`src/rtl/game_state_ctrl_if.sv`:
```
// Game-state controller bundle: frame/button/event strobes and positions in, mode/score/lives/strobes out.
// master drives the game inputs; slave is the controller side.
interface game_state_ctrl_if #(
   parameter int N_ENEMIES = 4,
   parameter int COORD_W   = 9,
   parameter int SCORE_W   = 16,
   parameter int LIVES     = 3
);
   localparam int LIVES_W = $clog2(LIVES + 1);

   logic                           frame_stb;
   logic [3:0]                     btn;
   logic                           ate_candy_stb;
   logic                           ate_power_stb;
   logic [COORD_W-1:0]             x_pac;
   logic [COORD_W-1:0]             y_pac;
   logic [N_ENEMIES*COORD_W-1:0]   enemy_x;
   logic [N_ENEMIES*COORD_W-1:0]   enemy_y;

   logic [2:0]                     mode;
   logic [2:0]                     sound_type;
   logic [SCORE_W-1:0]             score;
   logic [LIVES_W-1:0]             lives;
   logic                           move_stb;
   logic                           frightened;
   logic [N_ENEMIES-1:0]           enemy_eaten_stb;
   logic                           respawn_stb;

   modport master (
      output frame_stb, btn, ate_candy_stb, ate_power_stb, x_pac, y_pac, enemy_x, enemy_y,
      input  mode, sound_type, score, lives, move_stb, frightened, enemy_eaten_stb, respawn_stb
   );

   modport slave (
      input  frame_stb, btn, ate_candy_stb, ate_power_stb, x_pac, y_pac, enemy_x, enemy_y,
      output mode, sound_type, score, lives, move_stb, frightened, enemy_eaten_stb, respawn_stb
   );
endinterface

```
`src/rtl/game_state_ctrl.sv`:
```
// Game-mode sequencer: LOADING -> READY -> PLAY/BLUE -> FAIL/WIN, with score, lives,
// candy tally, frightened timer, per-frame enemy collision and the gated movement strobe.
module game_state_ctrl #(
   parameter int N_ENEMIES      = 4,
   parameter int COORD_W        = 9,
   parameter int SCORE_W        = 16,
   parameter int CANDY_COUNT    = 244,
   parameter int LIVES          = 3,
   parameter int GHOST_POINTS   = 10,
   parameter int LOADING_FRAMES = 60,
   parameter int FRIGHT_FRAMES  = 360
) (
   input  logic               vga_pix_clk,
   input  logic               rst,
   game_state_ctrl_if.slave   gs
);
   localparam logic [2:0] MODE_LOADING    = 3'd0;
   localparam logic [2:0] MODE_READY      = 3'd1;
   localparam logic [2:0] MODE_GAME_PLAY  = 3'd2;
   localparam logic [2:0] MODE_BLUE_GHOST = 3'd3;
   localparam logic [2:0] MODE_FAIL       = 3'd4;
   localparam logic [2:0] MODE_WIN        = 3'd5;

   localparam logic [2:0] SOUND_LOADING   = 3'd0;
   localparam logic [2:0] SOUND_READY     = 3'd1;
   localparam logic [2:0] SOUND_GAME_PLAY = 3'd2;
   localparam logic [2:0] SOUND_FAIL      = 3'd3;
   localparam logic [2:0] SOUND_WIN       = 3'd4;

   localparam int MAX_FRAMES = (LOADING_FRAMES > FRIGHT_FRAMES) ? LOADING_FRAMES : FRIGHT_FRAMES;
   localparam int CNT_W      = $clog2(MAX_FRAMES + 1);
   localparam int LIVES_W    = $clog2(LIVES + 1);
   localparam int TALLY_W    = $clog2(CANDY_COUNT + 1);
   localparam int ADD_W      = $clog2(GHOST_POINTS * N_ENEMIES + 2);
   localparam int SUM_W      = ((SCORE_W > ADD_W) ? SCORE_W : ADD_W) + 1;
   localparam logic [SUM_W-1:0] SCORE_MAX = (SUM_W'(1) << SCORE_W) - SUM_W'(1);

   logic [2:0]           mode_q, mode_d;
   logic [2:0]           sound_q, sound_d;
   logic [CNT_W-1:0]     cnt_q, cnt_d;
   logic [SCORE_W-1:0]   score_q, score_d;
   logic [LIVES_W-1:0]   lives_q, lives_d;
   logic [TALLY_W-1:0]   tally_q, tally_d;
   logic                 btn_any_q, btn_any_d;
   logic [N_ENEMIES-1:0] eaten_q, eaten_d;
   logic                 respawn_q, respawn_d;

   logic [N_ENEMIES-1:0] hit;
   logic                 key_press, in_play, candy, win;
   int                   n_ghost;
   logic [ADD_W-1:0]     add;
   logic [SUM_W-1:0]     sum;
   logic [SCORE_W-1:0]   score_sat;
   logic [TALLY_W-1:0]   tally_inc;

   // Collisions only count on the frame strobe, so a lingering overlap acts once per frame.
   always_comb begin
      hit     = '0;
      n_ghost = 0;
      for (int i = 0; i < N_ENEMIES; i++) begin
         hit[i] = gs.frame_stb
                  && (gs.x_pac == gs.enemy_x[i*COORD_W +: COORD_W])
                  && (gs.y_pac == gs.enemy_y[i*COORD_W +: COORD_W]);
         if (mode_q == MODE_BLUE_GHOST && hit[i]) n_ghost = n_ghost + 1;
      end
   end

   assign btn_any_d = |gs.btn;
   assign key_press = btn_any_d & ~btn_any_q;
   assign in_play   = (mode_q == MODE_GAME_PLAY) || (mode_q == MODE_BLUE_GHOST);
   assign candy     = in_play & gs.ate_candy_stb;
   assign add       = ADD_W'(GHOST_POINTS * n_ghost) + ADD_W'(candy);
   assign sum       = SUM_W'(score_q) + SUM_W'(add);
   assign score_sat = (sum > SCORE_MAX) ? SCORE_MAX[SCORE_W-1:0] : sum[SCORE_W-1:0];
   assign tally_inc = (candy && tally_q < TALLY_W'(CANDY_COUNT)) ? tally_q + TALLY_W'(1) : tally_q;
   assign win       = candy && (tally_inc >= TALLY_W'(CANDY_COUNT));

   always_comb begin
      mode_d    = mode_q;
      cnt_d     = cnt_q;
      score_d   = score_q;
      lives_d   = lives_q;
      tally_d   = tally_q;
      eaten_d   = '0;
      respawn_d = 1'b0;
      case (mode_q)
         MODE_LOADING: begin
            if (gs.frame_stb) begin
               if (cnt_q == CNT_W'(LOADING_FRAMES - 1)) begin
                  mode_d = MODE_READY;
                  cnt_d  = '0;
               end else begin
                  cnt_d = cnt_q + CNT_W'(1);
               end
            end
         end
         MODE_READY: begin
            if (key_press) begin
               mode_d = MODE_GAME_PLAY;
               cnt_d  = '0;
            end
         end
         MODE_GAME_PLAY: begin
            score_d = score_sat;
            tally_d = tally_inc;
            // WIN outranks a power cookie, which outranks a collision in the same cycle.
            if (win) begin
               mode_d = MODE_WIN;
            end else if (gs.ate_power_stb) begin
               mode_d = MODE_BLUE_GHOST;
               cnt_d  = '0;
            end else if (|hit) begin
               if (lives_q > LIVES_W'(1)) begin
                  lives_d   = lives_q - LIVES_W'(1);
                  respawn_d = 1'b1;
                  mode_d    = MODE_READY;
               end else begin
                  lives_d = '0;
                  mode_d  = MODE_FAIL;
               end
            end
         end
         MODE_BLUE_GHOST: begin
            score_d = score_sat;
            tally_d = tally_inc;
            eaten_d = hit;
            if (win) begin
               mode_d = MODE_WIN;
            end else if (gs.ate_power_stb) begin
               cnt_d = '0;
            end else if (gs.frame_stb) begin
               if (cnt_q == CNT_W'(FRIGHT_FRAMES - 1)) begin
                  mode_d = MODE_GAME_PLAY;
                  cnt_d  = '0;
               end else begin
                  cnt_d = cnt_q + CNT_W'(1);
               end
            end
         end
         MODE_FAIL, MODE_WIN: ;
         default: begin
            mode_d = MODE_LOADING;
            cnt_d  = '0;
         end
      endcase
   end

   always_comb begin
      case (mode_q)
         MODE_READY:                      sound_d = SOUND_READY;
         MODE_GAME_PLAY, MODE_BLUE_GHOST: sound_d = SOUND_GAME_PLAY;
         MODE_FAIL:                       sound_d = SOUND_FAIL;
         MODE_WIN:                        sound_d = SOUND_WIN;
         default:                         sound_d = SOUND_LOADING;
      endcase
   end

   always_ff @(posedge vga_pix_clk) begin
      if (rst) begin
         mode_q    <= MODE_LOADING;
         sound_q   <= SOUND_LOADING;
         cnt_q     <= '0;
         score_q   <= '0;
         lives_q   <= LIVES_W'(LIVES);
         tally_q   <= '0;
         btn_any_q <= 1'b0;
         eaten_q   <= '0;
         respawn_q <= 1'b0;
      end else begin
         mode_q    <= mode_d;
         sound_q   <= sound_d;
         cnt_q     <= cnt_d;
         score_q   <= score_d;
         lives_q   <= lives_d;
         tally_q   <= tally_d;
         btn_any_q <= btn_any_d;
         eaten_q   <= eaten_d;
         respawn_q <= respawn_d;
      end
   end

   assign gs.mode            = mode_q;
   assign gs.sound_type      = sound_q;
   assign gs.score           = score_q;
   assign gs.lives           = lives_q;
   assign gs.move_stb        = gs.frame_stb & in_play;
   assign gs.frightened      = (mode_q == MODE_BLUE_GHOST);
   assign gs.enemy_eaten_stb = eaten_q;
   assign gs.respawn_stb     = respawn_q;
endmodule

```
`src/flat_wrapper.sv`:
```
// flat-port wrapper written by rule: the top's interface ports become plain ports
module game_state_ctrl_flat 
#(
   parameter int N_ENEMIES      = 4,
   parameter int COORD_W        = 9,
   parameter int SCORE_W        = 16,
   parameter int CANDY_COUNT    = 244,
   parameter int LIVES          = 3,
   parameter int GHOST_POINTS   = 10,
   parameter int LOADING_FRAMES = 60,
   parameter int FRIGHT_FRAMES  = 360
)
  (vga_pix_clk, rst, gs_frame_stb, gs_btn, gs_ate_candy_stb, gs_ate_power_stb, gs_x_pac, gs_y_pac, gs_enemy_x, gs_enemy_y, gs_mode, gs_sound_type, gs_score, gs_lives, gs_move_stb, gs_frightened, gs_enemy_eaten_stb, gs_respawn_stb);
  game_state_ctrl_if #(.N_ENEMIES(N_ENEMIES), .COORD_W(COORD_W), .SCORE_W(SCORE_W), .LIVES(LIVES)) gs_i ();
  input  logic vga_pix_clk;
  input  logic rst;
  input wire logic [$bits(gs_i.frame_stb)-1:0] gs_frame_stb;
  input wire logic [$bits(gs_i.btn)-1:0] gs_btn;
  input wire logic [$bits(gs_i.ate_candy_stb)-1:0] gs_ate_candy_stb;
  input wire logic [$bits(gs_i.ate_power_stb)-1:0] gs_ate_power_stb;
  input wire logic [$bits(gs_i.x_pac)-1:0] gs_x_pac;
  input wire logic [$bits(gs_i.y_pac)-1:0] gs_y_pac;
  input wire logic [$bits(gs_i.enemy_x)-1:0] gs_enemy_x;
  input wire logic [$bits(gs_i.enemy_y)-1:0] gs_enemy_y;
  output wire logic [$bits(gs_i.mode)-1:0] gs_mode;
  output wire logic [$bits(gs_i.sound_type)-1:0] gs_sound_type;
  output wire logic [$bits(gs_i.score)-1:0] gs_score;
  output wire logic [$bits(gs_i.lives)-1:0] gs_lives;
  output wire logic [$bits(gs_i.move_stb)-1:0] gs_move_stb;
  output wire logic [$bits(gs_i.frightened)-1:0] gs_frightened;
  output wire logic [$bits(gs_i.enemy_eaten_stb)-1:0] gs_enemy_eaten_stb;
  output wire logic [$bits(gs_i.respawn_stb)-1:0] gs_respawn_stb;
  assign gs_i.frame_stb = gs_frame_stb;
  assign gs_i.btn = gs_btn;
  assign gs_i.ate_candy_stb = gs_ate_candy_stb;
  assign gs_i.ate_power_stb = gs_ate_power_stb;
  assign gs_i.x_pac = gs_x_pac;
  assign gs_i.y_pac = gs_y_pac;
  assign gs_i.enemy_x = gs_enemy_x;
  assign gs_i.enemy_y = gs_enemy_y;
  assign gs_mode = gs_i.mode;
  assign gs_sound_type = gs_i.sound_type;
  assign gs_score = gs_i.score;
  assign gs_lives = gs_i.lives;
  assign gs_move_stb = gs_i.move_stb;
  assign gs_frightened = gs_i.frightened;
  assign gs_enemy_eaten_stb = gs_i.enemy_eaten_stb;
  assign gs_respawn_stb = gs_i.respawn_stb;
  game_state_ctrl #(.N_ENEMIES(N_ENEMIES), .COORD_W(COORD_W), .SCORE_W(SCORE_W), .CANDY_COUNT(CANDY_COUNT), .LIVES(LIVES), .GHOST_POINTS(GHOST_POINTS), .LOADING_FRAMES(LOADING_FRAMES), .FRIGHT_FRAMES(FRIGHT_FRAMES)) u_core (.vga_pix_clk(vga_pix_clk), .rst(rst), .gs(gs_i));
endmodule
```
`config.mk`:
```
export PLATFORM = sky130hd
export DESIGN_NAME = game_state_ctrl_flat
export DESIGN_NICKNAME = d
export VERILOG_FILES = /design/src/rtl/game_state_ctrl_if.sv /design/src/rtl/game_state_ctrl.sv /design/src/flat_wrapper.sv
export SDC_FILE = /design/constraint.sdc
export NUM_CORES = 1
export LEC_CHECK = 0
export ABC_CLOCK_PERIOD_IN_PS = 9700
export BUFFER_PORTS_ARGS = -buffer_cell sky130_fd_sc_hd__buf_2
export CAP_MARGIN = 30
export CORE_MARGIN = 5
export CORE_UTILIZATION = 28
export DETAILED_ROUTE_END_ITERATION = 10
export PLACE_DENSITY = 0.58
export SYNTH_ARGS = -nofsm -noshare
export SYNTH_HDL_FRONTEND = slang
export SYNTH_SLANG_ARGS = --single-unit
```
`constraint.sdc`:
```
create_clock -name vga_pix_clk -period 9.7 [get_ports vga_pix_clk]
set_input_delay 0 -clock vga_pix_clk [delete_from_list [all_inputs] [get_ports vga_pix_clk]]
set_output_delay 0 -clock vga_pix_clk [all_outputs]
set_load 0.05 [all_outputs]
```
==> results of run 1 <==
==> final cells by class <==
cell class | instances | area [um^2]
flip-flops and latches | 47 | 940.9
multi-input cells | 373 | 2763
repair buffers | 130 | 665.6
fillers | 1488 | 8916
clock buffers | 5 | 125.1
clock inverters | 3 | 47.55
well taps | 180 | 225.2
inverters | 24 | 90.09
==> routing by layer <==
metal,GRT usage (%),share of wire (%),up-vias
li1,-,-,1900
met1,16.68,41,1712
met2,25.53,49,136
met3,2.833,5.9,20
met4,5.618,3.4,0
met5,0,0,-
==> synth_stat cells, types with 8 or more instances <==
cell type  instances  share of area [%]
a21oi_1           26                3.3
and3_1             8                1.3
clkbuf_1           8               0.77
dfxtp_1           47                 24
ha_1              16                5.1
inv_1             22                2.1
nand2_1           27                2.6
nand3_1           15                1.9
nand4_1           37                5.9
nor2_1            26                2.5
nor2b_1            9                1.4
nor3_1            11                1.4
o21ai_0           11                1.4
or3_1              9                1.4
xnor2_1           62                 14
xor2_1            25                5.6
==> cells by family after synthesis <==
family | share of synthesized area, %
multiplexers | 0.7678
XOR/XNOR | 21.72
AND/OR/NAND/NOR | 25.62
AO/OA/AOI/OAI | 16.79
flip-flops | 24.06
buffers and inverters | 5.310
other | 0.09588
adder cells (fa/ha/maj) | 5.630
==> report_power, final <==
part	switching, mW	total [mW]	leakage (nW)	internal (mW)
Clock	0.0805	0.204	0.0844	0.123
Combinational	0.0479	0.0891	1.53	0.0412
Sequential	0.00137	0.195	0.379	0.194
Total	0.130	0.488	1.99	0.358
==> final timing paths <==
check	depth (start not counted)	endpoint	slack (ns)	from
max	19	u_core.gs.score[3]$_SDFFE_PP0N_	4.41	u_core.gs.mode[1]$_SDFFE_PP0P_
max reg2reg	19	u_core.gs.score[3]$_SDFFE_PP0N_	4.41	u_core.gs.mode[1]$_SDFFE_PP0P_
min reg2reg	2	u_core.tally_q[7]$_SDFFE_PP0N_	0.48	u_core.tally_q[7]$_SDFFE_PP0N_
min	3	u_core.btn_any_q$_SDFF_PP0_	0.07	gs_btn[2]
==> state kept, by name (all words and copies together), names as in the netlist <==
| signal | flops |
|---|---|
| u_core.gs.score | 16 |
| u_core.cnt_q | 9 |
| u_core.tally_q | 8 |
| u_core.gs.enemy_eaten_stb | 4 |
| u_core.gs.mode | 3 |
| u_core.gs.sound_type | 3 |
| u_core.gs.lives | 2 |
| u_core.btn_any_q | 1 |
| u_core.gs.respawn_stb | 1 |
==> metrics by stage <==
step           util, %  hold slack, ns  setup WS [ns]  power, mW  cell area [um^2]
6_report         35.27         0.06511          4.414     0.4881              4857
5_1_grt          35.27         0.09100          3.948     0.5088              4857
3_3_place_gp     33.87          0.3677          4.687     0.2873              4664
2_1_floorplan        -          0.2120          4.828     0.2513              3911
4_1_cts          35.27         0.07308          4.441     0.4940              4857
3_5_place_dp     34.01          0.3744          4.451     0.2894              4684
==> worst min-delay path: stages <==
cell     delay [ns]
buf_2          0.07
or4_1          0.12
nor2b_1        0.12
==> summary.txt, run 1 <==
CTS
  – Clk pin slew, worst setup/hold paths: 0.07 ns
  – CTS tree: built
  – Post_cts resized: 0
  – Root Buffer: clkbuf_16
  – Clk Latency, worst-skew pair: 0.29 ns
  – Cts hold-fix bufs: 0
  – CTS Buf Count: 5
  – Number of H-tree levels: 2
  – Clock buffer depth: 2
  – CTS Sinks: 47
  – Post-CTS Setup Repair Bufs: 0

Synthesis
  – Post-Syn Area: 0.003911 mm^2
  – Synthesized Nets: approximately 580
  – Count of cell types in the netlist: 70
  – Cells after Synth: between 400 and 500
  – Register area share after synthesis: 24.06%
  – Count of yosys warnings during synthesis: 0
  – Ys flop type: dfxtp_1
  – FF+latch count, synth: 47
  – Avg Cell Area, Syn: 8.411 um^2
  – Share of synthesized registers carrying an async set or reset: 0%
  – EDFF count, synth: 0

STA
  – Final Cycle Share: roughly 54%
  – Slew headroom: 62.72%
  – Final Hold Fails: 0
  – Max Clk Rate: 189.2 MHz
  – Clock Skews: 0.008770 ns
  – RSZ-0062 raised after global routing: no
  – Worst Tran Pin Value: 0.5549 ns
  – Setup violators final: 0
  – Tmin final: around 5.3 ns
  – Fin Setup TNS: 0 ns
  – Fin. max-slew vios: 0

Power
  – Leak: 1.993 nW
  – Worst vdd ir: 0.00005462 V
  – Power Density: 100.5 mW/mm^2

Global route
  – All-Layer GR Usage: 14.30%
  – Gr ovfl total: 0
  – Vias in the first global route: 4000
  – First-pass GRT wire length: 19180 um
  – Largest net degree at the start of global routing: 46
  – Initial antenna violation count: 0

Worst hold path
  – HP Class: input pin to flop

Setup path
  – Worst-path fanout max: 16
  – Crit. End Element: flop
  – Largest stage delay, worst path: just under 0.6 ns
  – CP delay by family, top: simple AND/OR/NAND/NOR gates
  – Setup Crit Path Kind: flop to flop
  – Required @ worst endpoint: 9.91 ns
  – CP max-delay cell: dfxtp_1
  – Worst Setup Start Kind: flop
  – CP Cell Sequence: nor2b_4 -> nand2_2 -> or2_2 -> inv_1 -> ha_1 -> xor2_1 -> inv_1 -> ha_1 -> nand2_1 -> o21ai_0 -> ha_1 -> ha_1 -> xnor2_1 -> xnor3_1 -> ha_1 -> o21ai_1 -> a21boi_2 -> nand3_1 -> a21oi_1
  – WP buf/inv: 2
  – Most Frequent Cell on Critical Path: ha_1
  – Arr. time, crit path: 5.50 ns

Floorplanning
  – Die Area: 0.01643 mm^2
  – I/O Pins: 130
  – Core ar.: 0.01377 mm^2
  – Row cnt: 43
  – Die width: 128.2 um
  – Die height: 128.2 um
  – Initial Util: between 20% and 30%

Cells and area
  – Most common cell after layout, fill and taps aside: buf_2
  – Fin nets: 697
  – Final cell count without fillers: about 760
  – Commonest cells after routing, fill and taps aside: buf_2, xnor2_1, dfxtp_1, nand4_1, nand2_1
  – Ant diodes: 0
  – Area growth, synth to finish: 24.18%
  – Layout cells sized above 1: 28.69%

Status
  – Status: completed

Placement
  – Post-DP HPWL: 9894 um
  – Port Buf Inserts: ~130
  – Placed Cells: 754
  – Final GP Congestion: 0.8800

Flow run
  – Max-cap violations: 0

Drt
  – Via count: 3768
  – Routed WL per cell: 15.45 um
  – Drt initial violations: 198
  – Post-DRT Antenna Nets: 0
  – Drt drc: 0
  – Via density: 4.945
  – Pre-Repair DR Iteration Count: 4
  – Routed Wire Length: 11770 um
(Power assumes the default switching activity.)
==> run 2, diff against run 1 <==
--- a/config.mk
+++ b/config.mk
@@ -5,13 +5,14 @@
 export SDC_FILE = /design/constraint.sdc
 export NUM_CORES = 1
 export LEC_CHECK = 0
-export ABC_CLOCK_PERIOD_IN_PS = 9700
+export ABC_AREA = 1
+export ABC_CLOCK_PERIOD_IN_PS = 4300
 export BUFFER_PORTS_ARGS = -buffer_cell sky130_fd_sc_hd__buf_2
 export CAP_MARGIN = 30
 export CORE_MARGIN = 5
 export CORE_UTILIZATION = 28
 export DETAILED_ROUTE_END_ITERATION = 10
-export PLACE_DENSITY = 0.58
+export PLACE_DENSITY = 0.59
 export SYNTH_ARGS = -nofsm -noshare
 export SYNTH_HDL_FRONTEND = slang
 export SYNTH_SLANG_ARGS = --single-unit
==> constraint.sdc (replaced) <==
create_clock -name vga_pix_clk -period 4.3 [get_ports vga_pix_clk]
set_input_delay 0 -clock vga_pix_clk [delete_from_list [all_inputs] [get_ports vga_pix_clk]]
set_output_delay 0 -clock vga_pix_clk [all_outputs]
set_load 0.05 [all_outputs]
==> run 2 against run 1 <==
Worst hold slack better by 0.14 ns. Routed wire length up 51%. Power grew to 2.7 times the previous value. Combinational power grew to 4.9 times the previous value. Largest power group is now sequential cells. Register-to-register slack got worse by 4.1 ns. Highest routed layer is now met5. Die area grew 20%.
==> summary.txt, run 2 <==
Worst hold path
  – HP Start: gs_ate_power_stb
  – HP Class: input pin to flop
  – Hold Crit Depth: 4 (+1)
  – Hold Crit Endpoint: u_core.cnt_q[6]$_SDFFE_PP0P_

Cells and area
  – Final cell count without fillers: 1303 (+71%)
  – Fin nets: 1198 (+72%)
  – Ant diodes: 0 (unchanged)
  – Number of flip-flops in the largest register: 16 (unchanged)
  – Most common cell after layout, fill and taps aside: nand2_1
  – # fillers: 1845 (+24%)
  – Area growth, synth to finish: 42.50%
  – Finished layout cell area: 0.006766 mm^2 (+39%)
  – Final Util: 40.80% (+5.5 points)
  – Commonest cells after routing, fill and taps aside: nand2_1, nor2_1, buf_2, inv_1, buf_4
  – Layout cells sized above 1: 29.27% (+0.58 points)

Power
  – Leak: 3.608 nW (+81%)
  – Worst vdd ir: 0.0001228 V (+120%)
  – Power Density: 195.9 mW/mm^2 (+95%)

Global route
  – First-pass GRT wire length: 27780 um (+45%)
  – Gr ovfl total: 0 (unchanged)
  – Vias in the first global route: 5478 (+37%)
  – All-Layer GR Usage: 17.34% (+3.0 points)
  – Largest net degree at the start of global routing: 33 (-28%)
  – Initial antenna violation count: 1 (+1)

Synthesis
  – Cells after Synth: 862 (+85%)
  – Post-synth top area share: 22.61% (-1.4 points)
  – Register area share after synthesis: 19.82% (-4.2 points)
  – Post-Syn Area: 0.004748 mm^2 (+21%)
  – FF+latch count, synth: 47 (unchanged)
  – Commonest cells in the netlist: nand2_1, nor2_1, inv_1
  – Synthesized Nets: 978 (+68%)
  – Count of yosys warnings during synthesis: 0 (unchanged)
  – Count of cell types in the netlist: 43 (-39%)
  – Ys flop type: dfxtp_1
  – EDFF count, synth: 0 (unchanged)
  – Avg Cell Area, Syn: 5.508 um^2 (-35%)
  – Largest area contributor in the netlist: nand2_1
  – Share of synthesized registers carrying an async set or reset: 0% (unchanged)
  – Largest cells by area after synthesis: nand2_1, dfxtp_1, nor2_1
  – Most frequent cell after synthesis: nand2_1

CTS
  – Root Buffer: clkbuf_16
  – CTS Buf Count: 5 (unchanged)
  – Clk Latency, worst-skew pair: 0.29 ns (about the same)
  – Clk pin slew, worst setup/hold paths: 0.07 ns (about the same)
  – Clock buffer depth: 2 (unchanged)
  – Number of H-tree levels: 2 (unchanged)
  – CTS Sinks: 47 (unchanged)
  – CTS tree: built

Drt
  – Drt initial violations: 446 (+130%)
  – Via density: 4.576 (-7.5%)
  – Routed Wire Length: 17800 um (+51%)
  – Via count: 5963 (+58%)
  – Pre-Repair DR Iteration Count: 5 (+1)
  – Drt drc: 0 (unchanged)
  – Post-DRT Antenna Nets: 0 (unchanged)
  – Routed WL per cell: 13.66 um (-12%)

Placement
  – Dpl cell area: 0.006297 mm^2 (+34%)
  – Port Buf Inserts: 129 (unchanged)
  – Placed Cells: 1288 (+71%)
  – Final GP Congestion: 0.9800 (+11%)
  – Post-DP HPWL: 14900 um (+51%)

STA
  – Fin Hold WS: 0.2061 ns (+0.1410 ns)
  – Fin. max-slew vios: 0 (unchanged)
  – Max Clk Rate: 247.7 MHz
  – Fin Setup TNS: 0 ns (unchanged)
  – Worst Tran Pin Value: 0.7105 ns (+0.1557 ns)
  – Setup violators final: 0 (unchanged)
  – Final Hold Fails: 0 (unchanged)
  – Tmin final: 4.037 ns
  – Clock Skews: 0.01011 ns (+0.001340 ns)
  – Slew headroom: 52.63% (-10 points)
  – Final Cycle Share: 93.89%

Setup path
  – Worst-path fanout max: 4 (-12)
  – RR Endpoint: u_core.gs.score[8]$_SDFFE_PP0N_
  – CP max-delay cell: ha_1
  – R2R setup slack: 0.30 ns (-4.11 ns)
  – Crit. End Element: flop
  – Setup Crit Path Kind: input pin to flop
  – Most Frequent Cell on Critical Path: nand2_2
  – Required @ worst endpoint: 4.52 ns (-5.39 ns)
  – Worst r2r path cells: 25 (+6)
  – Worst Setup Start Kind: input pin
  – Largest stage delay, worst path: 0.29 ns (-0.30 ns)
  – Arr. time, crit path: 4.26 ns (-1.24 ns)
  – Worst reg2reg path startpoint: u_core.gs.mode[2]$_SDFFE_PP0P_
  – Worst Setup SP: gs_y_pac[0]

Floorplanning
  – Die Area: 0.01966 mm^2 (+20%)
  – Die height: 140.2 um (+9.4%)
  – Die width: 140.2 um (+9.4%)
  – Row cnt: 47 (+9.3%)
  – Initial Util: 28.63% (+0.24 points)
  – I/O Pins: 130 (unchanged)
  – Core ar.: 0.01658 mm^2 (+20%)

Flow run
  – Max-cap violations: 0 (unchanged)

Status
  – Status: completed
==> run 2: cell types whose count changed after synthesis, moves of 7 or more <==
cell / before / now
nand3_1: 15 / 53
or3_1: 9 / 0
and3_1: 8 / 1
nand2_1: 27 / 286
o32ai_2: 7 / 0
a21oi_1: 26 / 34
nand4_1: 37 / 23
xnor2_1: 62 / 13
nor2b_1: 9 / 1
inv_1: 22 / 128
o21ai_0: 11 / 21
xor2_1: 25 / 14
nor2_1: 26 / 133
==> run 2: area by class of cell <==
cell class / instances / area (um^2) / area share (%)
Clock buffer: 7 / 153.9 / 2.274
Clock inverter: 1 / 7.507 / 0.1109
Inverter: 132 / 495.5 / 7.322
Multi-Input combinational cell: 670 / 3478 / 51.41
Sequential cell: 47 / 952.2 / 14.07
Tap cell: 220 / 275.3 / 4.068
Timing Repair Buffer: 226 / 1404 / 20.75
==> run 2: layer usage <==
metal | track usage, % | part of all wire (%)
met1 | 24.48 | 47
met2 | 27.65 | 45
met3 | 2.795 | 5.3
met4 | 4.131 | 2.5
met5 | 0 | 0.039
==> run 2: worst max path at each step <==
stage	to	cells past startpoint	slack, ns
global placement	u_core.gs.score[9]$_SDFFE_PP0N_	28	-0.32
global route	u_core.gs.score[10]$_SDFFE_PP0N_	30	-0.03
detailed placement	u_core.gs.score[10]$_SDFFE_PP0N_	28	-0.47
CTS	u_core.gs.score[13]$_SDFFE_PP0N_	27	0.001
finish	u_core.gs.score[8]$_SDFFE_PP0N_	30	0.26
floorplan	u_core.gs.score[0]$_SDFFE_PP0N_	25	0.03
==> run 2: cells by family after synthesis <==
logic type | share of synthesized area [%]
simple gates | 49.91
buf+inv | 11.78
other cells | 0.07898
compound gates | 8.327
flops | 19.82
xor+xnor | 5.455
fa+ha+maj | 4.638
==> run 2: through the flow <==
step	setup WS [ns]	power [mW]
after floorplan	0.03077	0.7103
after global placement	-0.3240	0.8923
after detailed placement	-0.4666	0.8934
after CTS	0.001464	1.320
after global routing	-0.03350	1.408
final	0.2628	1.325
==> run 2: where the power goes <==
| part | switching [mW] | internal (mW) | total, mW |
|---|---|---|---|
| registers | 0.0177 | 0.453 | 0.471 |
| logic | 0.253 | 0.182 | 0.436 |
| clock network | 0.168 | 0.251 | 0.419 |
==> run 2: repair_timing <==
action	4_1_cts	5_1_grt
pin swaps	1	31
setup endpoints to repair	14	16
hold endpoints to repair	1	0
gates resized for setup	5	58
hold buffers	3	0
setup buffers	1	3
cloned	0	0
==> run 2: worst max-delay path, delay by kind of cell <==
kind | cells | cell delay [ns]
AND/OR/NAND/NOR | 13 | 1.62
buffers and inverters | 7 | 0.62
adder cells (fa/ha/maj) | 5 | 1.24
AO/OA/AOI/OAI | 3 | 0.33
XOR/XNOR | 2 | 0.44
==> run 3, diff against run 2 <==
--- a/config.mk
+++ b/config.mk
@@ -12,6 +12,7 @@
 export CORE_MARGIN = 5
 export CORE_UTILIZATION = 28
 export DETAILED_ROUTE_END_ITERATION = 10
+export MAX_ROUTING_LAYER = met4
 export PLACE_DENSITY = 0.59
 export SYNTH_ARGS = -nofsm -noshare
 export SYNTH_HDL_FRONTEND = slang
==> run 3 against run 2 <==
Final cell count increased by 0.31%. Setup slack got worse by 0.0073 ns. Combinational power increased by 1%. Largest cell class unchanged. Register-to-register slack got worse by 0.03 ns. Worst hold slack got worse by 0.020 ns.
==> summary.txt, run 3 (synthesized netlist as in run 2, its figures left out) <==
Status
  – Status: completed

Setup path
  – Worst reg2reg path startpoint: u_core.gs.mode[0]$_SDFFE_PP0P_
  – RR Endpoint: u_core.gs.score[10]$_SDFFE_PP0N_
  – Crit. End Element: flop
  – Required @ worst endpoint: 4.52 ns (about the same)
  – Worst r2r path cells: 24 (-4.0%)
  – Worst-path fanout max: 8 (+4)
  – Most Frequent Cell on Critical Path: inv_2
  – CP max-delay cell: ha_1
  – Worst Setup Start Kind: input pin
  – Largest stage delay, worst path: 0.30 ns (about the same)
  – Arr. time, crit path: 4.26 ns (about the same)
  – Setup Crit Path Kind: input pin to flop
  – R2R setup slack: 0.27 ns (-0.03 ns)

Worst hold path
  – HP Start: gs_enemy_y[31]
  – HP Class: input pin to flop
  – Hold Crit Endpoint: u_core.gs.enemy_eaten_stb[3]$_SDFF_PP0_
  – Hold Crit Depth: 6 (+2)

Drt
  – Drt initial violations: 340 (-24%)
  – Pre-Repair DR Iteration Count: 5 (unchanged)
  – Via count: 5970 (+0.12%)
  – Via density: 4.568 (-0.19%)
  – Post-DRT Antenna Nets: 0 (unchanged)
  – Routed WL per cell: 13.67 um (about the same)
  – Drt drc: 0 (unchanged)
  – Routed Wire Length: 17860 um (+0.34%)

Global route
  – Vias in the first global route: 5477 (-0.018%)
  – All-Layer GR Usage: 17.88% (+0.55 points)
  – Grt met1 use: 24.00% (-0.48 points)
  – GR Util met2: 27.97% (+0.33 points)
  – First-pass GRT wire length: 27790 um (about the same)
  – Gr ovfl total: 0 (unchanged)
  – Initial antenna violation count: 0 (-1)
  – Largest net degree at the start of global routing: 33 (unchanged)
  – Most Used Layer, Global Route: met2
  – Met3 usage: 2.931% (+0.14 points)

Floorplanning
  – Core ar.: 0.01658 mm^2 (unchanged)
  – Row cnt: 47 (unchanged)
  – I/O Pins: 130 (unchanged)
  – Die width: 140.2 um (unchanged)
  – Initial Util: 28.63% (unchanged)
  – Die Area: 0.01966 mm^2 (unchanged)
  – Die height: 140.2 um (unchanged)

Cells and area
  – Fin nets: 1202 (+0.33%)
  – Commonest cells after routing, fill and taps aside: nand2_1, buf_2, nor2_1, inv_1, buf_4
  – Final cell count without fillers: 1307 (+0.31%)
  – Layout cells sized above 1: 30.63% (+1.4 points)
  – Most common cell after layout, fill and taps aside: nand2_1
  – Number of flip-flops in the largest register: 16 (unchanged)
  – Area growth, synth to finish: 44.08%
  – Ant diodes: 0 (unchanged)
  – Final Util: 41.26% (+0.45 points)

STA
  – Clock Skews: 0.01207 ns (+0.001955 ns)
  – Slew headroom: 51.03% (-1.6 points)
  – Fin Setup TNS: 0 ns (unchanged)
  – Fin. max-slew vios: 0 (unchanged)
  – Final Hold Fails: 0 (unchanged)
  – RSZ-0062 raised after global routing: yes
  – Final Cycle Share: 94.06% (+0.17 points)
  – Setup violators final: 0 (unchanged)
  – Worst Tran Pin Value: 0.7345 ns (+0.02399 ns)
  – Max Clk Rate: 247.3 MHz (-0.18%)
  – Tmin final: 4.044 ns (+0.007272 ns)
  – Fin Hold WS: 0.1862 ns (-0.01983 ns)

CTS
  – Clock buffer depth: 2 (unchanged)
  – Number of H-tree levels: 2 (unchanged)
  – CTS tree: built
  – CTS Buf Count: 5 (unchanged)
  – Clk pin slew, worst setup/hold paths: 0.07 ns (about the same)
  – Root Buffer: clkbuf_16
  – CTS Sinks: 47 (unchanged)
  – Clk Latency, worst-skew pair: 0.29 ns (about the same)

Placement
  – Post-DP HPWL: 14930 um (+0.21%)
  – Placed Cells: 1292 (+0.31%)
  – Final GP Congestion: 1.020 (+4.1%)
  – Port Buf Inserts: 129 (unchanged)

Flow run
  – Max-cap violations: 0 (unchanged)

Power
  – PnR Total Power: 1.305 mW (-1.5%)
  – Leak: 3.626 nW (+0.51%)
  – Worst vdd ir: 0.0001313 V (+7.0%)
  – Power Density: 190.8 mW/mm^2 (-2.6%)
==> run 3: cell count changes in the layout (fill, tap and decap cells not counted), sizes merged <==
cell,delta
clkinvlp,-1
buf,+4
clkbuf,-1
clkinv,+2
==> run 3: timing repair <==
item / CTS / global route
setup endpoints to repair: 3 / 16
gates resized for setup: 0 / 84
pin swaps: 1 / 37
hold buffers: 3 / 0
endpoints found under the hold margin: 1 / 0
buffers inserted: 0 / 5
==> run 3: area by class of cell <==
type                    instances  area (um^2)
inverters                     132        505.5
clock inverters                 2        17.52
flip-flops and latches         47        952.2
multi-input cells             670         3513
well taps                     220        275.3
fillers                      1835         9742
clock buffers                   6        128.9
repair buffers                230         1449
==> run 3: where the power goes <==
group / switching (mW) / total, mW / internal, mW / leakage (nW)
logic: 0.257 / 0.442 / 0.186 / 3.17
clock network: 0.174 / 0.392 / 0.218 / 0.0710
registers: 0.0179 / 0.471 / 0.453 / 0.383
total: 0.448 / 1.31 / 0.857 / 3.63
==> run 3: worst max-delay path by stage <==
stage | startpoint | end | slack (ns) | cells past startpoint
floorplan | u_core.gs.mode[2]$_SDFFE_PP0P_ | u_core.gs.score[0]$_SDFFE_PP0N_ | 0.03 | 25
global placement | gs_x_pac[3] | u_core.gs.score[9]$_SDFFE_PP0N_ | -0.17 | 30
detailed placement | gs_x_pac[3] | u_core.gs.score[10]$_SDFFE_PP0N_ | -0.24 | 30
CTS | u_core.gs.mode[2]$_SDFFE_PP0P_ | u_core.gs.score[10]$_SDFFE_PP0N_ | -0.006 | 25
global route | gs_y_pac[4] | u_core.gs.score[10]$_SDFFE_PP0N_ | -0.08 | 30
finish | gs_y_pac[4] | u_core.gs.score[10]$_SDFFE_PP0N_ | 0.26 | 30
==> run 3: routing by layer <==
| metal | vias to the layer above | part of all wire, % |
|---|---|---|
| met1 | 2613 | 47 |
| met4 | 0 | 2.2 |
| li1 | 3145 | - |
| met3 | 32 | 6.1 |
| met2 | 180 | 45 |
| met5 | - | 0 |
==> run 3: through the flow <==
step | area, um^2 | setup WS [ns]
after floorplan | 4767 | 0.03077
after global placement | 6327 | -0.1681
after detailed placement | 6327 | -0.2426
after CTS | 6504 | -0.005600
after global routing | 6842 | -0.08344
final | 6842 | 0.2555
==> run 3: critical path: cells and delay by family <==
family / cells / cell delay (ns)
buffers and inverters: 8 / 0.69
adders and majority gates: 5 / 1.25
xor gates and xnor gates: 2 / 0.44
AOI/OAI and AO/OA: 3 / 0.34
and+or+nand+nor: 12 / 1.52
